[config.mk]
export PLATFORM = sky130hd
export DESIGN_NAME = pipe_hazard_ctrl_flat
export DESIGN_NICKNAME = d
export VERILOG_FILES = /design/src/rtl/pipe_hazard_ctrl_pkg.sv /design/src/rtl/pipe_hazard_ctrl_if.sv /design/src/rtl/pipe_hazard_ctrl_hazard_cmp.sv /design/src/rtl/pipe_hazard_ctrl.sv /design/src/flat_wrapper.sv
export SDC_FILE = /design/constraint.sdc
export NUM_CORES = 1
export LEC_CHECK = 0
export CORE_UTILIZATION = 45
export DETAILED_ROUTE_END_ITERATION = 6
export PLACE_DENSITY = 0.76
export SYNTH_ARGS = -nofsm -noshare
export SYNTH_HDL_FRONTEND = slang
export SYNTH_HIERARCHICAL = 1
export SYNTH_SLANG_ARGS = --single-unit
[constraint.sdc]
create_clock -name clk -period 2.2 [get_ports clk]
set_input_delay 0.33 -clock clk [delete_from_list [all_inputs] [get_ports clk]]
set_output_delay 0.33 -clock clk [all_outputs]
set_load 0.01 [all_outputs]
[src/rtl/pipe_hazard_ctrl_pkg.sv]
// Shared constants, control bundle type and helpers for pipe_hazard_ctrl.
package pipe_hazard_ctrl_pkg;

    localparam logic [0:0] PH_RUN      = 1'b0;
    localparam logic [0:0] PH_MEM_WAIT = 1'b1;

    localparam logic [1:0] FWD_RF  = 2'd0;
    localparam logic [1:0] FWD_MEM = 2'd1;
    localparam logic [1:0] FWD_WB  = 2'd2;

    typedef struct packed {
        logic pc_en;
        logic ifid_en;
        logic ifid_flush;
        logic idex_en;
        logic idex_bubble;
        logic exmem_en;
        logic memwb_en;
        logic memwb_bubble;
        logic dmem_req;
    } ph_ctrl_t;

    // MEM result is younger than WB, so it wins when both match.
    function automatic logic [1:0] fwd_sel(input logic hit_mem, input logic hit_wb);
        if (hit_mem) return FWD_MEM;
        if (hit_wb)  return FWD_WB;
        return FWD_RF;
    endfunction

endpackage

[src/rtl/pipe_hazard_ctrl_if.sv]
// Decode, data-memory handshake and pipeline-control bundle between the core
// datapath (master) and pipe_hazard_ctrl (slave).
interface pipe_hazard_ctrl_if #(
    parameter int unsigned REG_ADDR_LEN = 5,
    parameter int unsigned STALL_CNT_W  = 32
);
    logic                    id_valid;
    logic [REG_ADDR_LEN-1:0] id_rs1;
    logic [REG_ADDR_LEN-1:0] id_rs2;
    logic                    id_use_rs1;
    logic                    id_use_rs2;
    logic [REG_ADDR_LEN-1:0] id_rd;
    logic                    id_rf_w_en;
    logic                    id_is_load;
    logic                    id_is_mem;
    logic                    id_is_branch;
    logic                    id_redirect;
    logic                    dmem_ready;

    logic                    dmem_req;
    logic                    pc_en;
    logic                    ifid_en;
    logic                    ifid_flush;
    logic                    idex_en;
    logic                    idex_bubble;
    logic                    exmem_en;
    logic                    memwb_en;
    logic                    memwb_bubble;
    logic [1:0]              fwd_a;
    logic [1:0]              fwd_b;
    logic [STALL_CNT_W-1:0]  stall_cycles;

    modport master (
        output id_valid, id_rs1, id_rs2, id_use_rs1, id_use_rs2, id_rd,
               id_rf_w_en, id_is_load, id_is_mem, id_is_branch, id_redirect,
               dmem_ready,
        input  dmem_req, pc_en, ifid_en, ifid_flush, idex_en, idex_bubble,
               exmem_en, memwb_en, memwb_bubble, fwd_a, fwd_b, stall_cycles
    );

    modport slave (
        input  id_valid, id_rs1, id_rs2, id_use_rs1, id_use_rs2, id_rd,
               id_rf_w_en, id_is_load, id_is_mem, id_is_branch, id_redirect,
               dmem_ready,
        output dmem_req, pc_en, ifid_en, ifid_flush, idex_en, idex_bubble,
               exmem_en, memwb_en, memwb_bubble, fwd_a, fwd_b, stall_cycles
    );

endinterface

[src/rtl/pipe_hazard_ctrl_hazard_cmp.sv]
// Compares one decode source register against the EX/MEM/WB shadow entries;
// hit is {hit_ex, hit_mem, hit_wb}.
module hazard_cmp
    import pipe_hazard_ctrl_pkg::*;
#(
    parameter int unsigned REG_ADDR_LEN = 5
) (
    input  logic [REG_ADDR_LEN-1:0] src,
    input  logic                    use_src,
    input  logic                    ex_valid,
    input  logic                    ex_wr,
    input  logic [REG_ADDR_LEN-1:0] ex_rd,
    input  logic                    mem_valid,
    input  logic                    mem_wr,
    input  logic [REG_ADDR_LEN-1:0] mem_rd,
    input  logic                    wb_valid,
    input  logic                    wb_wr,
    input  logic [REG_ADDR_LEN-1:0] wb_rd,
    output logic [2:0]              hit
);

    always_comb begin
        hit    = '0;
        hit[2] = use_src & ex_valid  & ex_wr  & (ex_rd  == src);
        hit[1] = use_src & mem_valid & mem_wr & (mem_rd == src);
        hit[0] = use_src & wb_valid  & wb_wr  & (wb_rd  == src);
    end

endmodule

[src/rtl/pipe_hazard_ctrl.sv]
// In-order 5-stage pipeline sequencer: RAW hazard interlock, memory freeze,
// redirect flush and stage enables. Optional EX forwarding: PIPE_HAZARD_FWD_EN.
module pipe_hazard_ctrl
    import pipe_hazard_ctrl_pkg::*;
#(
    parameter int unsigned REG_ADDR_LEN = 5,
    parameter int unsigned STALL_CNT_W  = 32
) (
    input logic               clk,
    input logic               reset,
    pipe_hazard_ctrl_if.slave bus
);

    typedef struct packed {
        logic                    valid;
        logic                    wr;
        logic [REG_ADDR_LEN-1:0] rd;
        logic                    is_load;
        logic                    is_mem;
        logic [REG_ADDR_LEN-1:0] rs1;
        logic [REG_ADDR_LEN-1:0] rs2;
        logic                    use_rs1;
        logic                    use_rs2;
    } entry_t;

    entry_t                 ex_q, ex_d;
    entry_t                 mem_q, mem_d;
    entry_t                 wb_q, wb_d;
    entry_t                 id_entry;
    logic [0:0]             state_q, state_d;
    logic [STALL_CNT_W-1:0] stall_cnt_q, stall_cnt_d;
    logic [2:0]             hit_rs1, hit_rs2;
    logic                   frz;
    logic                   haz;
    ph_ctrl_t               ctrl;
    logic [1:0]             fwd_a, fwd_b;
    logic                   unused_sink;

    always_comb begin
        id_entry         = '0;
        id_entry.valid   = 1'b1;
        id_entry.wr      = bus.id_rf_w_en & (bus.id_rd != '0);
        id_entry.rd      = bus.id_rd;
        id_entry.is_load = bus.id_is_load;
        id_entry.is_mem  = bus.id_is_mem;
        id_entry.rs1     = bus.id_rs1;
        id_entry.rs2     = bus.id_rs2;
        id_entry.use_rs1 = bus.id_use_rs1;
        id_entry.use_rs2 = bus.id_use_rs2;
    end

    hazard_cmp #(.REG_ADDR_LEN(REG_ADDR_LEN)) u_cmp_rs1 (
        .src       (bus.id_rs1),
        .use_src   (bus.id_use_rs1),
        .ex_valid  (ex_q.valid),
        .ex_wr     (ex_q.wr),
        .ex_rd     (ex_q.rd),
        .mem_valid (mem_q.valid),
        .mem_wr    (mem_q.wr),
        .mem_rd    (mem_q.rd),
        .wb_valid  (wb_q.valid),
        .wb_wr     (wb_q.wr),
        .wb_rd     (wb_q.rd),
        .hit       (hit_rs1)
    );

    hazard_cmp #(.REG_ADDR_LEN(REG_ADDR_LEN)) u_cmp_rs2 (
        .src       (bus.id_rs2),
        .use_src   (bus.id_use_rs2),
        .ex_valid  (ex_q.valid),
        .ex_wr     (ex_q.wr),
        .ex_rd     (ex_q.rd),
        .mem_valid (mem_q.valid),
        .mem_wr    (mem_q.wr),
        .mem_rd    (mem_q.rd),
        .wb_valid  (wb_q.valid),
        .wb_wr     (wb_q.wr),
        .wb_rd     (wb_q.rd),
        .hit       (hit_rs2)
    );

    // Branches compare operands in ID, so they always interlock on any writer.
`ifdef PIPE_HAZARD_FWD_EN
    always_comb begin
        if (bus.id_is_branch) begin
            haz = bus.id_valid & (|{hit_rs1, hit_rs2});
        end else begin
            haz = bus.id_valid & (hit_rs1[2] | hit_rs2[2]) & ex_q.is_load;
        end
    end
`else
    always_comb begin
        haz = bus.id_valid & (|{hit_rs1, hit_rs2});
    end
`endif

    always_comb begin
        frz = mem_q.valid & mem_q.is_mem & ~bus.dmem_ready;
    end

    always_comb begin
        ctrl = '0;
        if (!reset) begin
            ctrl.dmem_req = mem_q.valid & mem_q.is_mem;
            if (frz) begin
                ctrl.memwb_bubble = 1'b1;
            end else if (haz) begin
                ctrl.idex_en     = 1'b1;
                ctrl.idex_bubble = 1'b1;
                ctrl.exmem_en    = 1'b1;
                ctrl.memwb_en    = 1'b1;
            end else begin
                ctrl.pc_en      = 1'b1;
                ctrl.ifid_en    = 1'b1;
                ctrl.idex_en    = 1'b1;
                ctrl.exmem_en   = 1'b1;
                ctrl.memwb_en   = 1'b1;
                ctrl.ifid_flush = bus.id_redirect & bus.id_valid;
            end
        end
    end

    // A frozen MEM stage keeps EX/MEM; WB drains so the write is not repeated.
    always_comb begin
        ex_d  = ex_q;
        mem_d = mem_q;
        wb_d  = wb_q;
        if (frz) begin
            wb_d = '0;
        end else begin
            wb_d  = mem_q;
            mem_d = ex_q;
            ex_d  = (haz || !bus.id_valid) ? '0 : id_entry;
        end
    end

    always_comb begin
        state_d = state_q;
        if (state_q == PH_RUN) begin
            if (frz) state_d = PH_MEM_WAIT;
        end else begin
            if (bus.dmem_ready) state_d = PH_RUN;
        end

        stall_cnt_d = stall_cnt_q;
        if (!ctrl.pc_en && (stall_cnt_q != '1)) begin
            stall_cnt_d = stall_cnt_q + STALL_CNT_W'(1);
        end
    end

    always_ff @(posedge clk or posedge reset) begin
        if (reset) begin
            ex_q        <= '0;
            mem_q       <= '0;
            wb_q        <= '0;
            state_q     <= PH_RUN;
            stall_cnt_q <= '0;
        end else begin
            ex_q        <= ex_d;
            mem_q       <= mem_d;
            wb_q        <= wb_d;
            state_q     <= state_d;
            stall_cnt_q <= stall_cnt_d;
        end
    end

`ifdef PIPE_HAZARD_FWD_EN
    // A load in MEM has no data yet; load-use stalls keep that case from arising.
    always_comb begin
        fwd_a = FWD_RF;
        fwd_b = FWD_RF;
        if (!reset && ex_q.valid) begin
            fwd_a = fwd_sel(
                mem_q.valid & mem_q.wr & ~mem_q.is_load & ex_q.use_rs1 & (mem_q.rd == ex_q.rs1),
                wb_q.valid & wb_q.wr & ex_q.use_rs1 & (wb_q.rd == ex_q.rs1));
            fwd_b = fwd_sel(
                mem_q.valid & mem_q.wr & ~mem_q.is_load & ex_q.use_rs2 & (mem_q.rd == ex_q.rs2),
                wb_q.valid & wb_q.wr & ex_q.use_rs2 & (wb_q.rd == ex_q.rs2));
        end
    end
`else
    always_comb begin
        fwd_a = FWD_RF;
        fwd_b = FWD_RF;
    end
`endif

    // Entry fields not consumed in every build configuration.
    assign unused_sink = ^{ex_q, mem_q, wb_q, bus.id_is_branch};

    assign bus.dmem_req     = ctrl.dmem_req;
    assign bus.pc_en        = ctrl.pc_en;
    assign bus.ifid_en      = ctrl.ifid_en;
    assign bus.ifid_flush   = ctrl.ifid_flush;
    assign bus.idex_en      = ctrl.idex_en;
    assign bus.idex_bubble  = ctrl.idex_bubble;
    assign bus.exmem_en     = ctrl.exmem_en;
    assign bus.memwb_en     = ctrl.memwb_en;
    assign bus.memwb_bubble = ctrl.memwb_bubble;
    assign bus.fwd_a        = fwd_a;
    assign bus.fwd_b        = fwd_b;
    assign bus.stall_cycles = stall_cnt_q;

endmodule
[src/flat_wrapper.sv]
// flat-port wrapper written by rule: the top's interface ports become plain ports
module pipe_hazard_ctrl_flat import pipe_hazard_ctrl_pkg::*;
#(
    parameter int unsigned REG_ADDR_LEN = 5,
    parameter int unsigned STALL_CNT_W  = 32
)
  (clk, reset, bus_id_valid, bus_id_rs1, bus_id_rs2, bus_id_use_rs1, bus_id_use_rs2, bus_id_rd, bus_id_rf_w_en, bus_id_is_load, bus_id_is_mem, bus_id_is_branch, bus_id_redirect, bus_dmem_ready, bus_dmem_req, bus_pc_en, bus_ifid_en, bus_ifid_flush, bus_idex_en, bus_idex_bubble, bus_exmem_en, bus_memwb_en, bus_memwb_bubble, bus_fwd_a, bus_fwd_b, bus_stall_cycles);
  pipe_hazard_ctrl_if #(.REG_ADDR_LEN(REG_ADDR_LEN), .STALL_CNT_W(STALL_CNT_W)) bus_i ();
  input logic clk;
  input logic reset;
  input wire logic [$bits(bus_i.id_valid)-1:0] bus_id_valid;
  input wire logic [$bits(bus_i.id_rs1)-1:0] bus_id_rs1;
  input wire logic [$bits(bus_i.id_rs2)-1:0] bus_id_rs2;
  input wire logic [$bits(bus_i.id_use_rs1)-1:0] bus_id_use_rs1;
  input wire logic [$bits(bus_i.id_use_rs2)-1:0] bus_id_use_rs2;
  input wire logic [$bits(bus_i.id_rd)-1:0] bus_id_rd;
  input wire logic [$bits(bus_i.id_rf_w_en)-1:0] bus_id_rf_w_en;
  input wire logic [$bits(bus_i.id_is_load)-1:0] bus_id_is_load;
  input wire logic [$bits(bus_i.id_is_mem)-1:0] bus_id_is_mem;
  input wire logic [$bits(bus_i.id_is_branch)-1:0] bus_id_is_branch;
  input wire logic [$bits(bus_i.id_redirect)-1:0] bus_id_redirect;
  input wire logic [$bits(bus_i.dmem_ready)-1:0] bus_dmem_ready;
  output wire logic [$bits(bus_i.dmem_req)-1:0] bus_dmem_req;
  output wire logic [$bits(bus_i.pc_en)-1:0] bus_pc_en;
  output wire logic [$bits(bus_i.ifid_en)-1:0] bus_ifid_en;
  output wire logic [$bits(bus_i.ifid_flush)-1:0] bus_ifid_flush;
  output wire logic [$bits(bus_i.idex_en)-1:0] bus_idex_en;
  output wire logic [$bits(bus_i.idex_bubble)-1:0] bus_idex_bubble;
  output wire logic [$bits(bus_i.exmem_en)-1:0] bus_exmem_en;
  output wire logic [$bits(bus_i.memwb_en)-1:0] bus_memwb_en;
  output wire logic [$bits(bus_i.memwb_bubble)-1:0] bus_memwb_bubble;
  output wire logic [$bits(bus_i.fwd_a)-1:0] bus_fwd_a;
  output wire logic [$bits(bus_i.fwd_b)-1:0] bus_fwd_b;
  output wire logic [$bits(bus_i.stall_cycles)-1:0] bus_stall_cycles;
  assign bus_i.id_valid = bus_id_valid;
  assign bus_i.id_rs1 = bus_id_rs1;
  assign bus_i.id_rs2 = bus_id_rs2;
  assign bus_i.id_use_rs1 = bus_id_use_rs1;
  assign bus_i.id_use_rs2 = bus_id_use_rs2;
  assign bus_i.id_rd = bus_id_rd;
  assign bus_i.id_rf_w_en = bus_id_rf_w_en;
  assign bus_i.id_is_load = bus_id_is_load;
  assign bus_i.id_is_mem = bus_id_is_mem;
  assign bus_i.id_is_branch = bus_id_is_branch;
  assign bus_i.id_redirect = bus_id_redirect;
  assign bus_i.dmem_ready = bus_dmem_ready;
  assign bus_dmem_req = bus_i.dmem_req;
  assign bus_pc_en = bus_i.pc_en;
  assign bus_ifid_en = bus_i.ifid_en;
  assign bus_ifid_flush = bus_i.ifid_flush;
  assign bus_idex_en = bus_i.idex_en;
  assign bus_idex_bubble = bus_i.idex_bubble;
  assign bus_exmem_en = bus_i.exmem_en;
  assign bus_memwb_en = bus_i.memwb_en;
  assign bus_memwb_bubble = bus_i.memwb_bubble;
  assign bus_fwd_a = bus_i.fwd_a;
  assign bus_fwd_b = bus_i.fwd_b;
  assign bus_stall_cycles = bus_i.stall_cycles;
  pipe_hazard_ctrl #(.REG_ADDR_LEN(REG_ADDR_LEN), .STALL_CNT_W(STALL_CNT_W)) u_core (.clk(clk), .reset(reset), .bus(bus_i));
endmodule
# == After elaboration in Yosys (flattened, before gate mapping) ==
# Cells that the tools add are included.
# word_totals
regBits,81
input_bits,26
out_inout_bits,45
wordCells,67
# classes
mux,7
addsub,1
bitwise_logic,24
eq_ne,7
n_reduce_logical,6
# ops
operator,count
$mux W21,2
$add A32 B1 Y32 const B,1
$ne A32 B32 Y1 const B,1
$eq A5 B5 Y1,6
$and A1 B1 Y1,23
$mux W9,1
$mux W7,1
$reduce_or A6 Y1,1
$reduce_bool A5 Y1,1
$mux W3,1
$logic_not A1 Y1,2
$mux W1,2
$logic_and A1 B1 Y1,1
$logic_or A1 B1 Y1,1
$not A1 Y1,1

# == Logic depth before layout (Yosys ltp) ==
# depth
word_depth,10
ltp_mapped,11

# == By module ==
# Netlist, hierarchy kept.
# modules_own_cells
module,cells_per_inst,instances,seq_area_each_um2,area_per_inst_um2
pipe_hazard_ctrl,224,1,1376.3,2551.2
hazard_cmp,24,2,0.0,195.2

# == Least setup slack after synthesis ==
# Ideal clock, no wire load.
# synth_timing
path_kind,register to register
start,register u_core/ex_q[17] (netlist name)
end,"register u_core.stall_cnt_q[26], in the netlist u_core/bus.stall_cycles[26]"
t_arrival_ns,1.921
path_slack_ns,0.149
path_buffers,1
setup_time_ns,0.130
synth_period_minus_slack_ns,2.051
stages_incl_launch_ff,11
t_required_ns,2.070
path_cell_list,dfrtp_1 > xnor2_1 > nand4_1 > nor3_2 > nor4_1 > nand2_1 > a211o_1 > and2_4 > buf_6 > and4_1 > xor2_1
# synth_via
elab_chain_cells,9
# synth_lines
item,line_no,rtl
start: declaration,pipe_hazard_ctrl.sv:26,"entry_t ex_q, ex_d;"
start signal: assignment,pipe_hazard_ctrl.sv:153,ex_q <= '0;
start signal: assignment,pipe_hazard_ctrl.sv:159,ex_q <= ex_d;
$eq A5 B5 Y1,pipe_hazard_ctrl_hazard_cmp.sv:24,hit[2] = use_src & ex_valid & ex_wr & (ex_rd == src);
$and A1 B1 Y1,pipe_hazard_ctrl_hazard_cmp.sv:24,
net u_core.hit_rs1[2],pipe_hazard_ctrl.sv:32,"logic [2:0] hit_rs1, hit_rs2;"
$reduce_or A6 Y1,pipe_hazard_ctrl.sv:93,"haz = bus.id_valid & (|{hit_rs1, hit_rs2});"
$and A1 B1 Y1,pipe_hazard_ctrl.sv:93,
$mux W3,pipe_hazard_ctrl.sv:107,end else if (haz) begin
$mux W7,pipe_hazard_ctrl.sv:105,if (frz) begin
$mux W9,pipe_hazard_ctrl.sv:103,if (!reset) begin
$logic_not A1 Y1,pipe_hazard_ctrl.sv:146,if (!ctrl.pc_en && (stall_cnt_q != '1)) begin
$logic_and A1 B1 Y1,pipe_hazard_ctrl.sv:146,
end signal: assignment,pipe_hazard_ctrl.sv:163,stall_cnt_q <= stall_cnt_d;
end: declaration,pipe_hazard_ctrl.sv:31,"logic [STALL_CNT_W-1:0] stall_cnt_q, stall_cnt_d;"
# The timed path passes the listed nets, and every way through them passes these cells.
# A chain may end at the register's enable or synchronous reset.

# == Final worst setup path ==
# layout_timing
start,register u_core/ex_q[18] (netlist name)
end,output port bus_pc_en
# layout_via
elab_chain_cells,7
# layout_lines
item,line_no,rtl
$eq A5 B5 Y1,pipe_hazard_ctrl_hazard_cmp.sv:24,
$and A1 B1 Y1,pipe_hazard_ctrl_hazard_cmp.sv:24,
net u_core.hit_rs1[2],pipe_hazard_ctrl.sv:32,
$reduce_or A6 Y1,pipe_hazard_ctrl.sv:93,
$and A1 B1 Y1,pipe_hazard_ctrl.sv:93,
$mux W3,pipe_hazard_ctrl.sv:107,
$mux W7,pipe_hazard_ctrl.sv:105,
$mux W9,pipe_hazard_ctrl.sv:103,
end: declaration,flat_wrapper.sv:24,output wire logic [$bits(bus_i.pc_en)-1:0] bus_pc_en;
# The timed path passes the listed nets, and every way through them passes these cells.

==> out/summary.txt <==
Die height = 82.9 um
Most frequent cell after synthesis = dfrtp_1
Core Region = 6310 sq um
CTS Buf Count = 5
Area Overhead vs Synth = 46.3%
Final Critical Period = 2.41 ns
Crit path DAT = 2.08 ns
Root buf cell = clkbuf_8
Largest fanout on the critical path = 4
Global-route wire length before repair = 11.8 mm
Clock Latency Late Sink = 0.31 ns
Yosys top cell area share = 46.8%
Period utilisation layout = 110%
Setup TNS = -3.81 ns
Layer with the highest usage = met2
RSZ-0062 raised after global routing = true
Static Leak = 1.92 nW
Clock Skew = 0.0122 ns
Hold Path Class = reg2reg
Async set-reset flop share out of synthesis = 100%
Largest net degree at the start of global routing = 25
Clock Power Share = 26.2%
Max cap viols = 0
Tot Pwr = 0.00263 W
Critical path required time = 1.87 ns
Critical Path, Cell by Cell = xnor2_1 > nand4_1 > nor3_2 > nor4_2 > nand2_1 > a211o_1 > inv_2 > buf_6
Syn Inst Count = 272
Via count = 2401
Initial antenna violation count = 0
Placement Rows = 29
Compound-cell area share of the yosys netlist = 3.79%
Die area = 6860 sq um
Synth Flop Type = dfrtp_1
Starting Density = 46.6%
Routed len/inst = 15.9 um
Nets = 409
RePlAce Congestion = 0.828
Finished Layout Cells = 460
# hold bufs at CTS = 0
Clk buf depth = 2
IO Port Bufs = 64
Layout cell share with drive strength beyond 1 = 29.8%
Detailed Routing Iterations Pass 1 = 4
Post-synth EDFFs = 0
Die W = 82.9 um
Core Util, Final = 68.2%
Placed cells = 442
Vias in the first global route = 2491
GRT met2 Usage = 35.2%
PD cells = 612 nW/um^2
Post-route DRC violation count = 0
CP top delay family = simple AND/OR/NAND/NOR gates
Fillers = 514
Met3 usage = 3.38%
Clk sinks = 55
Vias per cell = 5.22
Violated checks = negative setup slack
CTS tree = done
Main combinational cell family by area after synthesis = simple AND/OR/NAND/NOR gates
Synth cell count leaders = dfrtp_1 (55), xnor2_1 (43), nand2_1 (23)
Sequential share of power = 46.7%
Yosys reg bits = 55
Sequential share of the synthesized area = 46.8%
WL final = 7.30 mm
Slowest cell on crit path = dfrtp_1
Iter 0 DRT Violations = 116
Post-Synth XOR/XNOR Area = 18.2%
Hpwl dp = 4.96 mm
Htree depth = 2
Post-synthesis adder-cell area fraction = 0.425%
Final Worst Setup Slack = -0.210 ns
Int Power = 0.00188 W
Slew Limit Fails = 0
Global Route Usage Sum = 21.1%
Post-route cell area = 4300 sq um
Hold Vio Cnt, Final = 0
Routing usage on met1 = 29.0%
Clock-pin slew on the worst setup and hold paths = 0.10 ns
Post-synthesis simple-gate area fraction = 24.4%
Buf/Inv on CP = 2
IO Count = 71
Max incr delay on CP = 0.44 ns
Synth cell types = 40
Logic pwr share = 27.2%
Switching part of the total = 28.7%
Overflow after GRT = 0
Post-synthesis mux area share = 2.30%
Synth top area cells = dfrtp_1 (47%), xnor2_1 (13%), xor2_1 (5.4%), nand4_1 (3.8%), nand2_1 (2.9%)
Max Clk Rate = 415 MHz
Status = complete, but fails checks
DP Area = 3890 sq um
Syn Area/Cell = 10.8 sq um
Psw = 0.000755 W
Final setup vio count = 33
Total inserted antenna cells = 0
Synth Warn # = 6
Startpoint types = flop
Max VDD drop = 0.581 mV
Mapped Area = 2940 sq um
WS Path Type = reg2out
CP Capture Type = output port
Largest area contributor in the netlist = dfrtp_1
Routed Antenna Nets = 0
-- final timing paths --
check	from	end	depth (start not counted)	slack, ns
hold reg to reg	u_core/ex_q[12]$_DFFE_PP0N_	u_core/mem_q[12]$_DFFE_PP0N_	1	0.48
min in group asynchronous	reset	u_core/wb_q[16]$_DFF_PP0_	3	0.52
hold / removal	u_core/ex_q[12]$_DFFE_PP0N_	u_core/mem_q[12]$_DFFE_PP0N_	1	0.48
setup / recovery	u_core/ex_q[18]$_DFFE_PP0N_	bus_pc_en	8	-0.21
setup reg to reg	u_core/ex_q[18]$_DFFE_PP0N_	u_core/bus.stall_cycles[10]$_DFFE_PP0P_	12	-0.18
max in group asynchronous	reset	u_core/bus.stall_cycles[1]$_DFFE_PP0P_	4	1.03
-- cell families after synthesis --
family          Yosys count
flops                    55
compound gates           11
other cells               1
mux                       6
buf+inv                  17
xor+xnor                 61
fa+ha+maj                 1
simple gates            120
-- per-layer routing --
layer	vias up	part of all wire [%]
li1	1155	-
met2	69	49
met3	6	4.3
met5	-	0
met4	0	1.1
met1	1171	46
-- final cells by class --
class,instances,area (sq um),area share [%]
Clock buffer,6,82.6,1.92
Timing Repair Buffer,113,1040,24.3
Sequential cell,55,1380,32.0
Inverter,4,15.0,0.349
Clock inverter,2,35.0,0.814
Tap cell,77,96.3,2.24
Multi-Input combinational cell,203,1650,38.4
-- timing repair --
action | in CTS | in global routing
pin swaps | 14 | 20
cloned | 0 | 0
setup buffers | 7 | 3
endpoints found under the setup margin | 31 | 34
gates resized for setup | 39 | 36
hold endpoints to repair | 0 | 0
-- power by group through the flow --
| stage | Clock (W) | Combinational (W) | Sequential, W |
|---|---|---|---|
| after detailed placement | 0 | 0.000629 | 0.00125 |
| after global placement | 0 | 0.000620 | 0.00124 |
| after CTS | 0.000701 | 0.000666 | 0.00123 |
| after global routing | 0.000753 | 0.000780 | 0.00125 |
| after floorplan | 0 | 0.000292 | 0.00126 |
| final | 0.000689 | 0.000716 | 0.00123 |
-- cell usage in the layout (no fill, tap or decap), types with 3 or more instances in the layout --
cell             synthesis  routed
a22o_1                   6       6
and3_1                   3       3
and4_1                   5       5
buf_4                    7      39
buf_6                    2       9
clkbuf_8                 0       6
clkdlybuf4s50_1          0      47
conb_1                   1       4
dfrtp_1                 55      54
dlygate4sd2_1            0      13
mux2_2                   6       6
nand2_1                 23      19
nand2_2                  0       3
nand3_1                 17      14
nand3_2                  1       3
nand4_1                 18      18
nor2_1                  11      10
nor2b_1                  7       7
nor3_1                   9       4
nor3_2                   7      11
nor4_4                   1       4
xnor2_1                 43      35
xnor2_2                  0       7
xor2_1                  18      18
-- through the flow --
stage	setup WS, ns	hold WS (ns)
global placement	-0.744	0.446
detailed placement	-0.811	0.466
floorplan	0.149	0.440
CTS	-0.145	0.487
finish	-0.210	0.483
global route	-0.289	0.520
-- registers in the layout, indices dropped and copies added, names as in the netlist --
register                 count
u_core/ex_q                  8
u_core/mem_q                 8
u_core/wb_q                  7
u_core/bus.stall_cycles     32
(Power assumes the default switching activity.)
